[src/rtl/clock_pkg.sv]
// ---------------------------------------------------------------------------
// clock_pkg
// Shared definitions for the digital clock timekeeping path.
//   mode_e          : FSM state encoding, also the value driven on 'mode'
//   HOUR_W/MIN_W/SEC_W : widths of the HH:MM:SS fields
//   MIN_MAX/SEC_MAX : last legal value of the minute and second fields
//   isSetMode()     : true while the user is editing a field
// ---------------------------------------------------------------------------
package clock_pkg;

    typedef enum logic [1:0] {
        MODE_RUN      = 2'd0,
        MODE_SET_HOUR = 2'd1,
        MODE_SET_MIN  = 2'd2
    } mode_e;

    localparam int HOUR_W  = 5;
    localparam int MIN_W   = 6;
    localparam int SEC_W   = 6;

    localparam int SEC_MAX = 59;
    localparam int MIN_MAX = 59;

    // Both edit states share the frozen-time / blink / timeout behaviour.
    function automatic logic isSetMode(input mode_e m);
        return (m == MODE_SET_HOUR) || (m == MODE_SET_MIN);
    endfunction

endpackage

[src/rtl/edge_detect.sv]
// ---------------------------------------------------------------------------
// edge_detect
// Rising-edge detector for one debounced, already-synchronous button level.
// Ports:
//   clk_i   : system clock
//   rst_i   : synchronous, active-high reset (clears the history bit)
//   level_i : button level, active-high
//   pulse_o : high for exactly one cycle per press
// ---------------------------------------------------------------------------
module edge_detect (
    input  logic clk_i,
    input  logic rst_i,
    input  logic level_i,
    output logic pulse_o
);

    logic prevLevel_q;

    // History register: the level seen on the previous clock edge.
    always_ff @(posedge clk_i) begin
        if (rst_i) begin
            prevLevel_q <= 1'b0;
        end else begin
            prevLevel_q <= level_i;
        end
    end

    // A press is the first cycle the level is high while history is low.
    assign pulse_o = level_i & ~prevLevel_q;

endmodule

[src/rtl/time_set_controller.sv]
// ---------------------------------------------------------------------------
// time_set_controller
// Keeps the HH:MM:SS counters, advances them on the 1 Hz strobe and lets the
// user set hours and minutes with two buttons. Also produces a blink flag so
// the display can flash the field under edit.
// Parameters:
//   TIMEOUT_S : ticks without a button press in an edit state before the
//               controller falls back to RUN
//   HOUR_MAX  : last hour value before wrapping to 0
// Ports:
//   clk_50MHz : system clock (the only clock)
//   rst       : synchronous, active-high reset
//   tick_1hz  : one-cycle strobe, once per second
//   btn_mode  : debounced mode button level
//   btn_inc   : debounced increment button level
//   hours     : current hours, 0..HOUR_MAX
//   minutes   : current minutes, 0..59
//   seconds   : current seconds, 0..59
//   mode      : 0=RUN, 1=SET_HOUR, 2=SET_MIN
//   blink     : display enable for the edited field
//   min_carry : one-cycle pulse when seconds wraps 59->0 in RUN
// ---------------------------------------------------------------------------
module time_set_controller
    import clock_pkg::*;
#(
    parameter int TIMEOUT_S = 30,
    parameter int HOUR_MAX  = 23
) (
    input  logic              clk_50MHz,
    input  logic              rst,
    input  logic              tick_1hz,
    input  logic              btn_mode,
    input  logic              btn_inc,
    output logic [HOUR_W-1:0] hours,
    output logic [MIN_W-1:0]  minutes,
    output logic [SEC_W-1:0]  seconds,
    output logic [1:0]        mode,
    output logic              blink,
    output logic              min_carry
);

    localparam int TO_W = $clog2(TIMEOUT_S + 1);

    localparam logic [HOUR_W-1:0] HOUR_LIMIT   = HOUR_W'(HOUR_MAX);
    localparam logic [MIN_W-1:0]  MIN_LIMIT    = MIN_W'(MIN_MAX);
    localparam logic [SEC_W-1:0]  SEC_LIMIT    = SEC_W'(SEC_MAX);
    localparam logic [TO_W-1:0]   TIMEOUT_LAST = TO_W'(TIMEOUT_S - 1);

    mode_e             state_q, state_d;
    logic [HOUR_W-1:0] hours_q, hours_d;
    logic [MIN_W-1:0]  minutes_q, minutes_d;
    logic [SEC_W-1:0]  seconds_q, seconds_d;
    logic              blink_q, blink_d;
    logic              minCarry_q, minCarry_d;
    logic [TO_W-1:0]   timeoutCnt_q, timeoutCnt_d;

    logic modeEdge;
    logic incEdge;
    logic incApplied;
    logic timeoutExpire;

    edge_detect uModeEdge (
        .clk_i   (clk_50MHz),
        .rst_i   (rst),
        .level_i (btn_mode),
        .pulse_o (modeEdge)
    );

    edge_detect uIncEdge (
        .clk_i   (clk_50MHz),
        .rst_i   (rst),
        .level_i (btn_inc),
        .pulse_o (incEdge)
    );

    // A simultaneous mode press takes priority, so the inc press is dropped.
    assign incApplied = incEdge & ~modeEdge;

    // The tick that would bring the idle count to TIMEOUT_S expires the edit.
    // Any button edge in the same cycle restarts the count instead.
    assign timeoutExpire = isSetMode(state_q) && tick_1hz && !modeEdge &&
                           !incEdge && (timeoutCnt_q == TIMEOUT_LAST);

    // State and datapath registers; reset wins over everything.
    always_ff @(posedge clk_50MHz) begin
        if (rst) begin
            state_q      <= MODE_RUN;
            hours_q      <= '0;
            minutes_q    <= '0;
            seconds_q    <= '0;
            blink_q      <= 1'b1;
            minCarry_q   <= 1'b0;
            timeoutCnt_q <= '0;
        end else begin
            state_q      <= state_d;
            hours_q      <= hours_d;
            minutes_q    <= minutes_d;
            seconds_q    <= seconds_d;
            blink_q      <= blink_d;
            minCarry_q   <= minCarry_d;
            timeoutCnt_q <= timeoutCnt_d;
        end
    end

    // Next-state logic: the mode button cycles RUN->SET_HOUR->SET_MIN->RUN,
    // and an expired idle timeout drops any edit state back to RUN.
    always_comb begin
        state_d = state_q;
        unique case (state_q)
            MODE_RUN: begin
                if (modeEdge) state_d = MODE_SET_HOUR;
            end
            MODE_SET_HOUR: begin
                if (modeEdge)           state_d = MODE_SET_MIN;
                else if (timeoutExpire) state_d = MODE_RUN;
            end
            MODE_SET_MIN: begin
                if (modeEdge || timeoutExpire) state_d = MODE_RUN;
            end
            default: state_d = MODE_RUN;
        endcase
    end

    // Datapath next values: time counting in RUN, field editing in the set
    // states, plus the blink and idle-timeout bookkeeping.
    always_comb begin
        hours_d      = hours_q;
        minutes_d    = minutes_q;
        seconds_d    = seconds_q;
        blink_d      = blink_q;
        minCarry_d   = 1'b0;
        timeoutCnt_d = timeoutCnt_q;

        unique case (state_q)
            MODE_RUN: begin
                // The whole seconds->minutes->hours cascade resolves in the
                // tick cycle; a tick coinciding with a mode press still counts.
                if (tick_1hz) begin
                    if (seconds_q == SEC_LIMIT) begin
                        seconds_d  = '0;
                        minCarry_d = 1'b1;
                        if (minutes_q == MIN_LIMIT) begin
                            minutes_d = '0;
                            hours_d   = (hours_q == HOUR_LIMIT) ? '0
                                        : hours_q + HOUR_W'(1);
                        end else begin
                            minutes_d = minutes_q + MIN_W'(1);
                        end
                    end else begin
                        seconds_d = seconds_q + SEC_W'(1);
                    end
                end
            end
            MODE_SET_HOUR: begin
                if (incApplied) begin
                    hours_d = (hours_q == HOUR_LIMIT) ? '0
                              : hours_q + HOUR_W'(1);
                end
            end
            MODE_SET_MIN: begin
                if (incApplied) begin
                    minutes_d = (minutes_q == MIN_LIMIT) ? '0
                                : minutes_q + MIN_W'(1);
                end
            end
            default: ;
        endcase

        if (state_d != state_q) begin
            // Any transition restarts the idle count and shows the display.
            timeoutCnt_d = '0;
            blink_d      = 1'b1;
            // Leaving an edit state restarts the minute at second zero.
            if (state_d == MODE_RUN) seconds_d = '0;
        end else if (state_q == MODE_RUN) begin
            timeoutCnt_d = '0;
            blink_d      = 1'b1;
        end else begin
            if (modeEdge || incEdge) begin
                timeoutCnt_d = '0;
            end else if (tick_1hz) begin
                timeoutCnt_d = timeoutCnt_q + TO_W'(1);
            end

            if (incApplied) begin
                blink_d = 1'b1;
            end else if (tick_1hz) begin
                blink_d = ~blink_q;
            end
        end
    end

    // Outputs come straight from the registers.
    always_comb begin
        hours     = hours_q;
        minutes   = minutes_q;
        seconds   = seconds_q;
        mode      = state_q;
        blink     = blink_q;
        min_carry = minCarry_q;
    end

endmodule

[config.mk]
export PLATFORM = sky130hd
export DESIGN_NAME = time_set_controller
export DESIGN_NICKNAME = d
export VERILOG_FILES = /design/src/rtl/clock_pkg.sv /design/src/rtl/edge_detect.sv /design/src/rtl/time_set_controller.sv
export SDC_FILE = /design/constraint.sdc
export NUM_CORES = 1
export LEC_CHECK = 0
export ABC_AREA = 0
export BUFFER_PORTS_ARGS = -buffer_cell sky130_fd_sc_hd__buf_2
export CORE_MARGIN = 5
export CORE_UTILIZATION = 49
export DETAILED_ROUTE_END_ITERATION = 6
export GPL_TIMING_DRIVEN = 0
export PLACE_DENSITY = 0.71
export SLEW_MARGIN = 15
export SYNTH_ARGS = -nofsm -noshare
export SYNTH_HDL_FRONTEND = slang
export SYNTH_HIERARCHICAL = 1
export SYNTH_SLANG_ARGS = --single-unit
[constraint.sdc]
create_clock -name clk_50MHz -period 2.41 [get_ports clk_50MHz]
set_input_delay 0.1205 -clock clk_50MHz [delete_from_list [all_inputs] [get_ports clk_50MHz]]
set_output_delay 0.1205 -clock clk_50MHz [all_outputs]
set_load 0.005 [all_outputs]
=== Word-level counts from Yosys, hierarchy flattened ===
Cells that the tools add are included.

* Add/sub/neg operators: 4
* Multiply operators: 0
* Div/mod/pow operators: 0
* Magnitude comparators: 0
* Equal/unequal tests: 12
* Shift-type cells: 0
* Multiplexer cells: 22
* Bitwise operators: 9
* Reduce and logical (&&, ||, !) cells: 18

{| class="wikitable"
|+ Operator list
! cell !! number
|-
| 6-bit 2-to-1 mux || 9
|-
| 5-bit 2-to-1 mux || 5
|-
| 6-bit by 1-bit adder with 6-bit output, second input constant || 2
|-
| 6-bit equality test, second input constant || 2
|-
| 6-bit one-hot mux with 2 select lines || 1
|-
| 5-bit by 1-bit adder with 5-bit output, second input constant || 2
|-
| 5-bit equality test, second input constant || 2
|-
| 2-bit inequality test, second input constant || 5
|-
| 5-bit one-hot mux with 2 select lines || 1
|-
| 2-bit 2-to-1 mux || 4
|-
| 4-bit OR reduction || 2
|-
| 1-bit NOT || 6
|-
| 2-bit one-hot mux with 3 select lines || 1
|-
| 5-bit AND reduction || 1
|-
| 1-bit logical AND || 4
|-
| 2-bit zero test || 2
|-
| 4-bit AND reduction || 1
|-
| 2-bit nonzero test || 2
|-
| 1-bit AND || 3
|-
| 1-bit logical OR || 3
|-
| 3-bit OR reduction || 1
|-
| 2-bit by 1-bit equality test with 1-bit output, second input constant || 1
|-
| 2-bit equality test, second input constant || 1
|-
| 1-bit zero test || 2
|-
| other kinds (2) || 2
|}

* Bits in registers: 28
* Latch bits: 0
* Memory bits (writable): 0
* ROM bits: 0
* Bits of input ports: 5
* Output and inout bits: 21
* Logic and storage cells: 74
* Memories kept: 0

=== Depth between registers and ports, before layout ===
Gate-level depths: netlist of the first run.

* Depth after elaboration: 12
* Mapped depth: 8
* Mapped depth without buffers: 7

=== Hierarchy ===
Netlist of the first run, hierarchy kept.

{| class="wikitable"
|+ Modules (own cells, without submodules)
! module !! instances !! cells an instance !! area an instance (um^2) !! sequential area each (um^2)
|-
| time_set_controller || 1 || 171 || 1458.9 || 520.5
|-
| edge_detect || 2 || 3 || 47.5 || 20.0
|}

=== Worst setup path before layout of the first run ===
OpenSTA, ideal clock, no wires.

* Path kind: reg2reg
* Start: register state_q[0] (netlist: mode[0])
* End: register seconds_q[0] (netlist: seconds[0])
* Setup time: 0.132 ns
* Arrival time: 1.892 ns
* Data required time: 2.278 ns
* Path slack: 0.386 ns
* Cell stages (with the launch flop): 8
* Path buffers: 0
* Period minus slack after synthesis: 2.024 ns
* Cell sequence: dfxtp_1 -> inv_1 -> ha_1 -> nand4_1 -> nor4_4 -> or4_1 -> a21oi_1 -> nor3_1

* Word-level cells in the longest chain between the ends: 12
* Elaborated cells between the ends (all ways): 19
* Those cells by class: eq/ne (3); mux (8); reduce/logical (8)

{| class="wikitable"
|+ RTL lines
! item !! RTL line !! source
|-
| start, declared || time_set_controller.sv:49 || <nowiki>mode_e state_q, state_d;</nowiki>
|-
| start signal, assigned || time_set_controller.sv:95 || <nowiki>state_q <= state_d;</nowiki>
|-
| 2-bit by 1-bit equality test with 1-bit output / 2-bit equality test (equally long branches) || clock_pkg.sv:26, time_set_controller.sv:109 ||
|-
| 1-bit logical OR || clock_pkg.sv:26 || <nowiki>return (m == MODE_SET_HOUR) || (m == MODE_SET_MIN);</nowiki>
|-
| 1-bit logical AND (3 in series) || time_set_controller.sv:81 || <nowiki>assign timeoutExpire = isSetMode(state_q) && tick_1hz && !modeEdge &&</nowiki>
|-
| 1-bit logical AND || time_set_controller.sv:82 || <nowiki>!incEdge && (timeoutCnt_q == TIMEOUT_LAST);</nowiki>
|-
| 2-bit 2-to-1 mux / 1-bit logical OR (equally long branches) || time_set_controller.sv:115, time_set_controller.sv:118 ||
|-
| 2-bit 2-to-1 mux, on equally long branches || time_set_controller.sv:114, time_set_controller.sv:118 ||
|-
| 2-bit one-hot mux with 3 select lines || time_set_controller.sv:109 || <nowiki>unique case (state_q)</nowiki>
|-
| 2-bit zero test || time_set_controller.sv:174 || <nowiki>if (state_d == MODE_RUN) seconds_d = '0;</nowiki>
|-
| 6-bit 2-to-1 mux || time_set_controller.sv:174 ||
|-
| 6-bit 2-to-1 mux (*) || time_set_controller.sv:169 || <nowiki>if (state_d != state_q) begin</nowiki>
|-
| end signal, assigned || time_set_controller.sv:98 || <nowiki>seconds_q <= seconds_d;</nowiki>
|-
| end, declared || time_set_controller.sv:52 || <nowiki>logic [SEC_W-1:0] seconds_q, seconds_d;</nowiki>
|}

Mark *: on every way between the ends. The rest lies on a longest branch, timed or not.
A chain may end at the register's enable or synchronous reset.

=== Final worst setup path of the first run ===
* Start: register state_q[0] (netlist: mode[0])
* End: register minutes_q[2] (netlist: minutes[2])

* Word-level cells in the longest chain between the ends: 3
* Elaborated cells between the ends (all ways): 8
* Those cells by class: eq/ne (4); mux (1); reduce/logical (3)

{| class="wikitable"
|+ RTL lines
! item !! RTL line !! source
|-
| 2-bit equality test / 2-bit zero test (equally long branches) || time_set_controller.sv:134 || <nowiki>unique case (state_q)</nowiki>
|-
| 2-bit inequality test (no line) / 2-bit nonzero test (equally long branches) || -- ||
|-
| 4-bit AND reduction (no line) || -- ||
|-
| end signal, assigned || time_set_controller.sv:97 || <nowiki>minutes_q <= minutes_d;</nowiki>
|-
| end, declared || time_set_controller.sv:51 || <nowiki>logic [MIN_W-1:0] minutes_q, minutes_d;</nowiki>
|}

Parallel ways exist; a longest one is shown, timed or not.

==> results by group, run 1 <==
STA
  – Final period util: 92.88%
  – Hold_ws: 0.01861 ns
  – Final Hold Viols: 0
  – Setup violations, final: 0
  – Final Critical Period: ~2.2 ns
  – RSZ-0062 raised after global routing: no
  – Worst setup margin: 0.1717 ns
  – Max frequency: 0.4468 GHz
  – Setup TNS Final: 0 ns
  – Worst Tran Pin Value: 0.5246 ns
  – Skew final: 0.003122 ns
  – Slew Viols, Final: 0
  – Worst slew margin: around 65%

Layout
  – Synth-to-Final Area Change: 16.83%
  – Fill cell count: 290
  – Proportion of layout cells with a drive suffix above 1: 22.22%
  – Layout net count: 222
  – # diodes: 0
  – Final cell count without fillers: 251
  – Sequential cell area: between 500 and 600 µm²
  – Util after Layout: 59.47%
  – Multi-input logic area: around 970 µm²
  – Finished Cell Area: 0.001815 mm²

Route
  – DRT Wirelength: 3178 µm
  – Iteration count of the initial detailed-routing pass: 4
  – Via count: 1389
  – Final antenna-violating net count: 0
  – DRC Markers: 0
  – WL/cell: 12.66 µm
  – Via/cell ratio: 5.534
  – Initial DRC Count: 72

Floorplanning
  – Die Y: 66.32 µm
  – Die area: 0.004398 mm²
  – Row cnt: 20
  – Core box area: 0.003053 mm²
  – Die width: between 60 and 70 µm
  – Io pins: 26
  – Starting Density: 50.90%

Logic synthesis
  – Yosys warning count: 6
  – Distinct cell type count after synthesis: 40
  – Synthesized area: approximately 0.0016 mm²
  – Syn avg cell area: a little under 9 µm²
  – Async S/R FF share, synth: 0%
  – Post-synth EDFFs: 0
  – Primary FF master, synth: dfxtp_1
  – Syn_nets: 191
  – Syn Inst Count: 177
  – Seq/Total Area, Yosys: 36.07%
  – Yosys reg bits: 28

Power
  – Switching part of the total: 28.58%
  – Max rail drop VDD: 369.3 µV
  – Pint: 737.9 µW
  – P_sw: 295.3 µW
  – PwrDens: about 570 mW/mm²
  – Sequential power share: between 40% and 50%
  – Pleak: between 0.7 and 0.8 nW
  – Clock power frac: 29.6%
  – Gate power share: 21.1%
  – Total power: 1.033 mW

Clock network
  – Root Driver: clkbuf_4
  – CTS buffer count: 3
  – Post-CTS Repair Setup Buffers: 0
  – CTS tree: yes
  – Clk slew on worst S/H paths: 0.15 ns
  – Clock Latency Late Sink: 0.33 ns
  – CTS Sinks: 28
  – H-tree levels: 1
  – Longest Clk Path Bufs: 2

Global routing
  – GRT Util Overall: 15.65%
  – First-pass GRT wire length: about 5500 µm
  – Total gr overflow: 0
  – Largest net degree at the start of global routing: 17
  – Number of global-route vias before repair: about 1.2k
  – Initial antenna violation count: 0

Worst setup path
  – Crit path max-delay family: buffers and inverters
  – Internal reg-to-reg setup slack: 0.17 ns
  – CP Launch Type: flop
  – Crit path capture type: flop
  – CP required: about 2.7 ns
  – Slowest-stage cell, CP: or3b_2
  – CP max FO: 10
  – Worst R2R Path Depth: 8
  – Reg2Reg Capture Point: minutes[2]
  – Reg2reg start: mode[0]
  – Critical Path Max Stage Delay: 0.50 ns
  – CP Buf/Inv Count: 3
  – CP Cell Sequence: inv_1 -> ha_1 -> buf_2 -> o21ai_0 -> o211ai_1 -> clkbuf_1 -> or3b_2 -> a21oi_1
  – Crit path DAT: 2.51 ns
  – CP Class: reg2reg

Placed design
  – Pre-CTS WS: 0.09577 ns
  – Placed insts: 246
  – Dpl hpwl: roughly 2500 µm
  – Gp weighted congestion: 0.8610
  – DP Area: 0.001734 mm²
  – Port bufs: 25

Hold path
  – Hold Path End: uModeEdge/prevLevel_q
  – Worst hold start: btn_mode
  – Min-Delay Path Depth: 2
  – Path type of the worst min-delay path: in2reg

Job
  – # Max-Cap Violations: 0

Status
  – Outcome: finished clean
power groups by stage:
stage                     Sequential, mW  Combinational, mW  Clock, mW
after floorplan                    0.517              0.147          0
after global placement             0.516              0.202          0
after detailed placement           0.519              0.207          0
after CTS                          0.509              0.210      0.313
after global routing               0.514              0.246      0.329
final                              0.509              0.218      0.306
area by class of cell:
type,count,area share [%]
multi-input cells,139,53.62
flip-flops and latches,28,30.88
repair buffers,26,7.443
well taps,44,3.032
clock inverters,1,1.654
clock buffers,3,1.241
plain buffers,5,1.103
inverters,5,1.034
kinds of logic (layout without fill, tap and decap cells):
group / after synthesis / after routing / share of synthesized area (%)
compound gates: 28 / 28 / 11.68
flops: 28 / 28 / 36.07
buf+inv: 10 / 40 / 2.496
simple gates: 87 / 87 / 33.74
mux: 4 / 4 / 2.577
fa+ha+maj: 9 / 9 / 7.247
xor+xnor: 11 / 11 / 6.200
Yosys cell counts, types with 2 or more instances:
master / instances / area, µm²
nor4_1: 5 / 31.28
nor3_1: 7 / 35.03
o21ai_0: 9 / 45.04
nand2_1: 18 / 67.56
dfxtp_1: 28 / 560.5
nor2b_4: 4 / 55.05
mux2i_1: 4 / 40.04
o31ai_1: 2 / 15.01
xnor2_1: 6 / 52.55
or4b_1: 2 / 20.02
nand4_1: 7 / 43.79
nand3_1: 9 / 45.04
or3_1: 6 / 37.54
nor2b_1: 2 / 12.51
nor2_1: 13 / 48.80
xor2_1: 5 / 43.79
nand2b_1: 3 / 18.77
a21oi_1: 11 / 55.05
ha_1: 9 / 112.6
clkbuf_1: 3 / 11.26
inv_1: 5 / 18.77
worst max-delay path by stage:
stage | from | to | slack [ns] | cells after the start
finish | mode[0] | minutes[2] | 0.17 | 8
detailed placement | mode[0] | seconds[2] | 0.1 | 7
global placement | mode[0] | seconds[2] | 0.17 | 7
global route | mode[0] | blink | 0.03 | 7
CTS | mode[0] | seconds[2] | 0.07 | 7
floorplan | mode[0] | seconds[0] | 0.39 | 7
worst reg2reg max path, stage by stage (launching register included):
cell and delay (ns):
dfxtp_1 0.47, inv_1 0.13, ha_1 0.29, buf_2 0.22
o21ai_0 0.10, o211ai_1 0.13, clkbuf_1 0.22, or3b_2 0.50
a21oi_1 0.13
layer usage:
metal / GRT usage, % / part of all wire (%) / up-vias
met5: 0 / 0 / -
met4: 4.822 / 1.3 / 0
met3: 2.551 / 5.2 / 5
met2: 25.28 / 47 / 40
met1: 21.16 / 47 / 642
li1: - / - / 702
cell usage in the layout, fill, tap and decap left out, drive strengths merged, types with 2 or more instances in the layout:
master,instances
xnor2,6
nand2,19
clkbuf,6
ha,9
nor3,7
mux2i,4
nor2b,6
xor2,5
or4b,2
nor4,6
o41ai,2
nor2,13
nand3,10
or3,7
nand4,7
o21ai,9
buf,27
a21oi,11
nand2b,3
inv,5
o31ai,2
dfxtp,28
registers in the layout (all words and copies together), names as in the netlist:
name / cells
uModeEdge/prevLevel_q: 1
blink: 1
uIncEdge/prevLevel_q: 1
mode: 2
min_carry: 1
hours: 5
seconds: 6
timeoutCnt_q: 5
minutes: 6
what timing repair did:
action	in CTS	in global routing
hold buffers	1	0
endpoints found under the hold margin	2	0
resized for setup	0	4
setup endpoints to repair	0	8
Power figures use the tool's default switching activity.
==> run 2, diff against run 1 <==
--- a/config.mk
+++ b/config.mk
@@ -12,6 +12,7 @@
 export DETAILED_ROUTE_END_ITERATION = 6
 export GPL_TIMING_DRIVEN = 0
 export PLACE_DENSITY = 0.71
+export RECOVER_POWER = 50
 export SLEW_MARGIN = 15
 export SYNTH_ARGS = -nofsm -noshare
 export SYNTH_HDL_FRONTEND = slang
==> run 2 against run 1 <==
Net effect:
- critical path depth is the same
- critical endpoint unchanged
- clock power is essentially flat
- clock skew grew 0.0016 ns
- global-route usage is the same
- power shrank 0.17%
- combinational power is essentially flat
- non-clock buffer count is the same
==> results by group, run 2 (same netlist as run 1, synthesis figures left out) <==
Worst setup path
  – Reg2reg start: mode[0]
  – CP Launch Type: flop
  – Reg2Reg Capture Point: minutes[2]
  – Crit path DAT: 2.51 ns (about the same)
  – Worst R2R Path Depth: 8 (unchanged)
  – CP max FO: 10 (unchanged)
  – CP Class: reg2reg
  – Crit path capture type: flop
  – CP required: 2.69 ns (about the same)
  – Internal reg-to-reg setup slack: 0.17 ns (about the same)
  – Critical Path Start: mode[0]

Layout
  – Most frequent cells in the layout: dfxtp_1 (28), nand2_1 (18), clkbuf_1 (16)
  – Fill cell count: 295 (+1.7%)
  – Multi-input logic area: 973.4 µm² (unchanged)
  – Util after Layout: 58.93% (-0.53 points)
  – Layout net count: 222 (unchanged)
  – Synth-to-Final Area Change: 15.78%
  – Leading cell type in the layout, fill and taps excluded: dfxtp_1
  – Proportion of layout cells with a drive suffix above 1: 15.94% (-6.3 points)
  – # diodes: 0 (unchanged)
  – Sequential cell area: 560.5 µm² (unchanged)

STA
  – RSZ-0062 raised after global routing: no
  – Setup violations, final: 0 (unchanged)
  – Worst Tran Pin Value: 0.5015 ns (-0.02312 ns)
  – Final Critical Period: 2.238 ns (-0.0007320 ns)
  – Slew Viols, Final: 0 (unchanged)
  – Skew final: 0.004764 ns (+0.001642 ns)
  – Max frequency: 0.4469 GHz (about the same)
  – Worst slew margin: 66.41% (+1.5 points)
  – Setup TNS Final: 0 ns (unchanged)
  – Final period util: 92.85% (about the same)
  – Final Hold Viols: 0 (unchanged)

Power
  – Max rail drop VDD: 370.7 µV (+0.38%)
  – PwrDens: 573.2 mW/mm² (+0.73%)
  – Pleak: 0.7231 nW (-7.0%)

Clock network
  – H-tree levels: 1 (unchanged)
  – Longest Clk Path Bufs: 2 (unchanged)
  – CTS buffer count: 3 (unchanged)
  – CTS tree: yes
  – Root Driver: clkbuf_4
  – Clk slew on worst S/H paths: 0.15 ns (about the same)
  – Clock Latency Late Sink: 0.33 ns (about the same)
  – CTS Sinks: 28 (unchanged)

Global routing
  – Total gr overflow: 0 (unchanged)
  – Initial antenna violation count: 0 (unchanged)
  – Number of global-route vias before repair: 1217 (unchanged)
  – GRT Util Overall: 15.65% (unchanged)
  – Largest net degree at the start of global routing: 17 (unchanged)
  – First-pass GRT wire length: 5520 µm (unchanged)

Placed design
  – Port bufs: 25 (unchanged)
  – Dpl hpwl: 2454 µm (unchanged)
  – Gp weighted congestion: 0.8610 (unchanged)

Route
  – Via/cell ratio: 5.530 (about the same)
  – WL/cell: 12.72 µm (+0.47%)
  – DRC Markers: 0 (unchanged)
  – DRT Wirelength: 3193 µm (+0.47%)
  – Final antenna-violating net count: 0 (unchanged)
  – Iteration count of the initial detailed-routing pass: 4 (unchanged)
  – Via count: 1388 (-0.072%)
  – Initial DRC Count: 73 (+1.4%)

Hold path
  – Path type of the worst min-delay path: in2reg
  – Worst hold start: btn_mode
  – Min-Delay Path Depth: 2 (unchanged)
  – Hold Path End: uModeEdge/prevLevel_q

Floorplanning
  – Die area: 0.004398 mm² (unchanged)
  – Core box area: 0.003053 mm² (unchanged)
  – Io pins: 26 (unchanged)
  – Die width: 66.32 µm (unchanged)
  – Starting Density: 50.90% (unchanged)
  – Die Y: 66.32 µm (unchanged)
  – Row cnt: 20 (unchanged)

Job
  – # Max-Cap Violations: 0 (unchanged)

Status
  – Outcome: finished clean
-- run 2: worst max-delay path by stage --
stage          slack, ns          to
6_report            0.17  minutes[2]
3_5_place_dp         0.1  seconds[2]
5_1_grt             0.03       blink
2_1_floorplan       0.39  seconds[0]
3_3_place_gp        0.17  seconds[2]
4_1_cts             0.07  seconds[2]
-- run 2: power by group --
group	leakage (nW)	total, mW	internal [mW]	switching, mW
logic	0.468	0.215	0.0828	0.132
registers	0.227	0.509	0.484	0.0249
clock network	0.0279	0.308	0.168	0.139
-- run 2: per-layer routing --
metal	share of wire [%]	global-route usage, %	vias up	wire (µm)
met2	47	25.28	40	1492
met4	1.3	4.822	0	40
met5	0	0	-	0
li1	-	-	702	-
met3	4.7	2.551	5	151
met1	47	21.16	641	1509
-- run 2: area by class of cell --
cell class | instances | area share, %
Sequential cell | 28 | 31.15
Clock inverter | 1 | 1.669
Inverter | 5 | 1.043
Clock buffer | 3 | 1.252
Buffer | 5 | 1.113
Tap cell | 44 | 3.060
Multi-Input combinational cell | 139 | 54.10
Timing Repair Buffer | 26 | 6.606
-- run 2: worst max-delay path, stage by stage (launching register included) --
cell and delay, ns:
dfxtp_1 0.47, inv_1 0.13, ha_1 0.29, buf_2 0.22
o21ai_0 0.10, o211ai_1 0.13, clkbuf_1 0.22, or3b_2 0.50
a21oi_1 0.13
-- run 2: what timing repair did --
| action | 4_1_cts | 5_1_grt |
|---|---|---|
| hold buffers | 1 | 0 |
| endpoints found under the setup margin | 0 | 8 |
| endpoints found under the hold margin | 2 | 0 |
| buffers inserted | 0 | 0 |
| gates resized for setup | 0 | 4 |
-- run 2: per-stage QoR --
step           instances  worst slack [ns]  total power [mW]  hold slack, ns  instance area [µm²]
6_report             251            0.1724             1.031         0.01824                 1799
3_5_place_dp         246           0.09577            0.7264          0.3638                 1734
4_1_cts              251           0.07473             1.031         0.01405                 1797
3_3_place_gp         246            0.1711            0.7172          0.3565                 1734
2_1_floorplan        177            0.3859            0.6639          0.1848                 1554
5_1_grt              251           0.03096             1.086         0.02279                 1799
==> run 3, diff against run 2 <==
==> constraint.sdc (replaced) <==
create_clock -name clk_50MHz -period 2.1 [get_ports clk_50MHz]
set_input_delay 0.105 -clock clk_50MHz [delete_from_list [all_inputs] [get_ports clk_50MHz]]
set_output_delay 0.105 -clock clk_50MHz [all_outputs]
set_load 0.05 [all_outputs]
==> run 3 against run 2 <==
Net effect:
- via count increased by 4.9%
- worst hold slack got worse by 0.024 ns
- cell count rose by 4.0%
- non-clock buffer count up 10
- clock power down 13%
- clock skew increased by 0.0072 ns
- combinational power is 82% higher
- sequential share of layout area decreased by 1.6 points
- cell area up 7.9%
- sequential power up 15%
- the flow now finishes with violations (hold timing, setup timing)
- setup slack lost 0.21 ns
- highest routed layer unchanged
- global-route usage grew 1.3 points
==> results by group, run 3 (same netlist as run 1, synthesis figures left out) <==
STA
  – Final Critical Period: 2.133 ns (-0.1044 ns)
  – Worst setup margin: -0.03321 ns (-0.2056 ns)
  – Worst slew margin: 59.92% (-6.5 points)
  – Setup violations, final: 1 (+1)
  – RSZ-0062 raised after global routing: yes
  – Worst Tran Pin Value: 0.6038 ns (+0.1023 ns)
  – Final Hold Viols: 2 (+2)
  – Slew Viols, Final: 0 (unchanged)
  – Hold_ws: -0.005836 ns (-0.02407 ns)
  – Setup TNS Final: -0.03321 ns (-0.03321 ns)
  – Skew final: 0.01198 ns (+0.007213 ns)
  – Max frequency: 0.4688 GHz (+4.9%)
  – Final period util: 101.6% (+8.7 points)

Route
  – Via count: 1456 (+4.9%)
  – Met3 layer wire length in the routed design: 139 µm (-7.9%)
  – DRT Wirelength: 3784 µm (+19%)
  – Met2 routed WL: 1921 µm (+29%)
  – Iteration count of the initial detailed-routing pass: 4 (unchanged)
  – DRC Markers: 0 (unchanged)
  – Initial DRC Count: 60 (-18%)
  – WL/cell: 14.50 µm (+14%)
  – Final antenna-violating net count: 0 (unchanged)
  – Max layer used: met4
  – Via/cell ratio: 5.579 (+0.88%)
  – DRT met1 WL: 1670 µm (+11%)

Global routing
  – Total gr overflow: 0 (unchanged)
  – First-pass GRT wire length: 6058 µm (+9.7%)
  – GRT Util Overall: 17.00% (+1.3 points)
  – Initial antenna violation count: 0 (unchanged)
  – Number of global-route vias before repair: 1329 (+9.2%)
  – Largest net degree at the start of global routing: 16 (-1)

Layout
  – Fill cell count: 273 (-7.5%)
  – Leading cell type in the layout, fill and taps excluded: clkbuf_1
  – Finished Cell Area: 0.001942 mm² (+7.9%)
  – Most frequent cells in the layout: clkbuf_1 (24), dfxtp_1 (22), nand2_1 (17)
  – # diodes: 0 (unchanged)
  – Layout net count: 232 (+4.5%)
  – Util after Layout: 63.61% (+4.7 points)
  – Final cell count without fillers: 261 (+4.0%)
  – Proportion of layout cells with a drive suffix above 1: 23.50% (+7.6 points)
  – Synth-to-Final Area Change: 24.96%

Status
  – Outcome: finished with violations
  – Failing checks: hold timing, setup timing

Clock network
  – Longest Clk Path Bufs: 2 (unchanged)
  – Root Driver: clkbuf_4
  – CTS buffer count: 3 (unchanged)
  – Clock Latency Late Sink: 0.33 ns (about the same)
  – CTS Sinks: 28 (unchanged)
  – CTS tree: yes
  – H-tree levels: 1 (unchanged)
  – Clk slew on worst S/H paths: 0.16 ns (about the same)

Floorplanning
  – Die width: 66.32 µm (unchanged)
  – Row cnt: 20 (unchanged)
  – Io pins: 26 (unchanged)
  – Die area: 0.004398 mm² (unchanged)
  – Die Y: 66.32 µm (unchanged)
  – Starting Density: 50.90% (unchanged)
  – Core box area: 0.003053 mm² (unchanged)

Worst setup path
  – CP Class: reg2reg
  – CP Launch Type: flop
  – Crit path capture type: flop
  – Worst R2R Path Depth: 8 (unchanged)
  – CP max FO: 7 (-3)
  – Critical Path Max Stage Delay: 0.41 ns (-0.09 ns)
  – Reg2reg start: mode[0]
  – CP required: 2.31 ns (-0.38 ns)
  – CP Buf/Inv Count: 2 (-1)
  – Critical Path Start: mode[0]
  – Crit path depth: 8 (unchanged)
  – CP Cell Sequence: inv_1 -> ha_2 -> nand4_1 -> buf_4 -> nor3_1 -> o21ai_1 -> nand3_2 -> nor4_1
  – Crit path max-delay family: simple AND/OR/NAND/NOR gates
  – Slowest-stage cell, CP: nor4_1
  – Crit path DAT: 2.35 ns (-0.16 ns)

Placed design
  – Port bufs: 25 (unchanged)
  – DP Area: 0.001747 mm² (+0.72%)
  – Gp weighted congestion: 0.8641 (+0.36%)
  – Dpl hpwl: 2534 µm (+3.3%)
  – Placed insts: 246 (unchanged)

Hold path
  – Worst hold start: rst
  – Path type of the worst min-delay path: in2reg
  – Min-Delay Path Depth: 2 (unchanged)

Power
  – Max rail drop VDD: 304.1 µV (-18%)
  – PwrDens: 640.6 mW/mm² (+12%)
  – Pleak: 0.7464 nW (+3.2%)

Job
  – # Max-Cap Violations: 0 (unchanged)
==> run 3: cell count changes in the layout (fill, tap and decap cells not counted), moves of 4 or more <==
cell      previous run  this run
buf_4                0        10
buf_2               13         4
clkbuf_1            16        24
dfxtp_1             28        22
dfxtp_2              0         4
==> run 3: power by group <==
part	switching, mW	internal [mW]	total [mW]
Clock	0.163	0.106	0.269
Sequential	0.0245	0.558	0.583
Combinational	0.255	0.137	0.392
Total	0.443	0.801	1.24
==> run 3: worst paths after layout <==
check	endpoint	slack, ns
hold / removal	uModeEdge/prevLevel_q	-0.006
setup / recovery	timeoutCnt_q[4]	-0.03
setup reg to reg	timeoutCnt_q[4]	-0.03
hold reg to reg	minutes[0]	0.50
==> run 3: cell type report <==
type,count,area [µm²],area share (%)
plain buffers,5,23.77,1.224
clock buffers,4,36.28,1.869
inverters,5,18.77,0.9665
multi-input cells,139,1042,53.67
flip-flops and latches,28,573.1,29.51
well taps,44,55.05,2.835
repair buffers,36,192.7,9.923
==> run 3: repair_timing <==
action                     in CTS  in global routing
setup endpoints to repair       8                 21
resized for setup               6                 16
pin swaps                       5                  5
setup buffers                   5                  6
hold buffers                    0                  0
==> run 3: layer usage <==
layer  global-route usage [%]  vias to the layer above
li1                         -                      719
met1                    22.11                      698
met2                    29.37                       33
met3                    2.551                        6
met4                    3.807                        0
met5                        0                        -
==> run 3: per-stage QoR <==
step / setup WS, ns / hold WS (ns) / total power [mW]
global route: -0.1151 / 0.003936 / 1.304
detailed placement: -0.1150 / 0.3519 / 0.9072
global placement: -0.05759 / 0.3410 / 0.8974
floorplan: 0.003294 / 0.1693 / 0.8358
finish: -0.03321 / -0.005836 / 1.244
CTS: 0.009696 / 0.003938 / 1.192
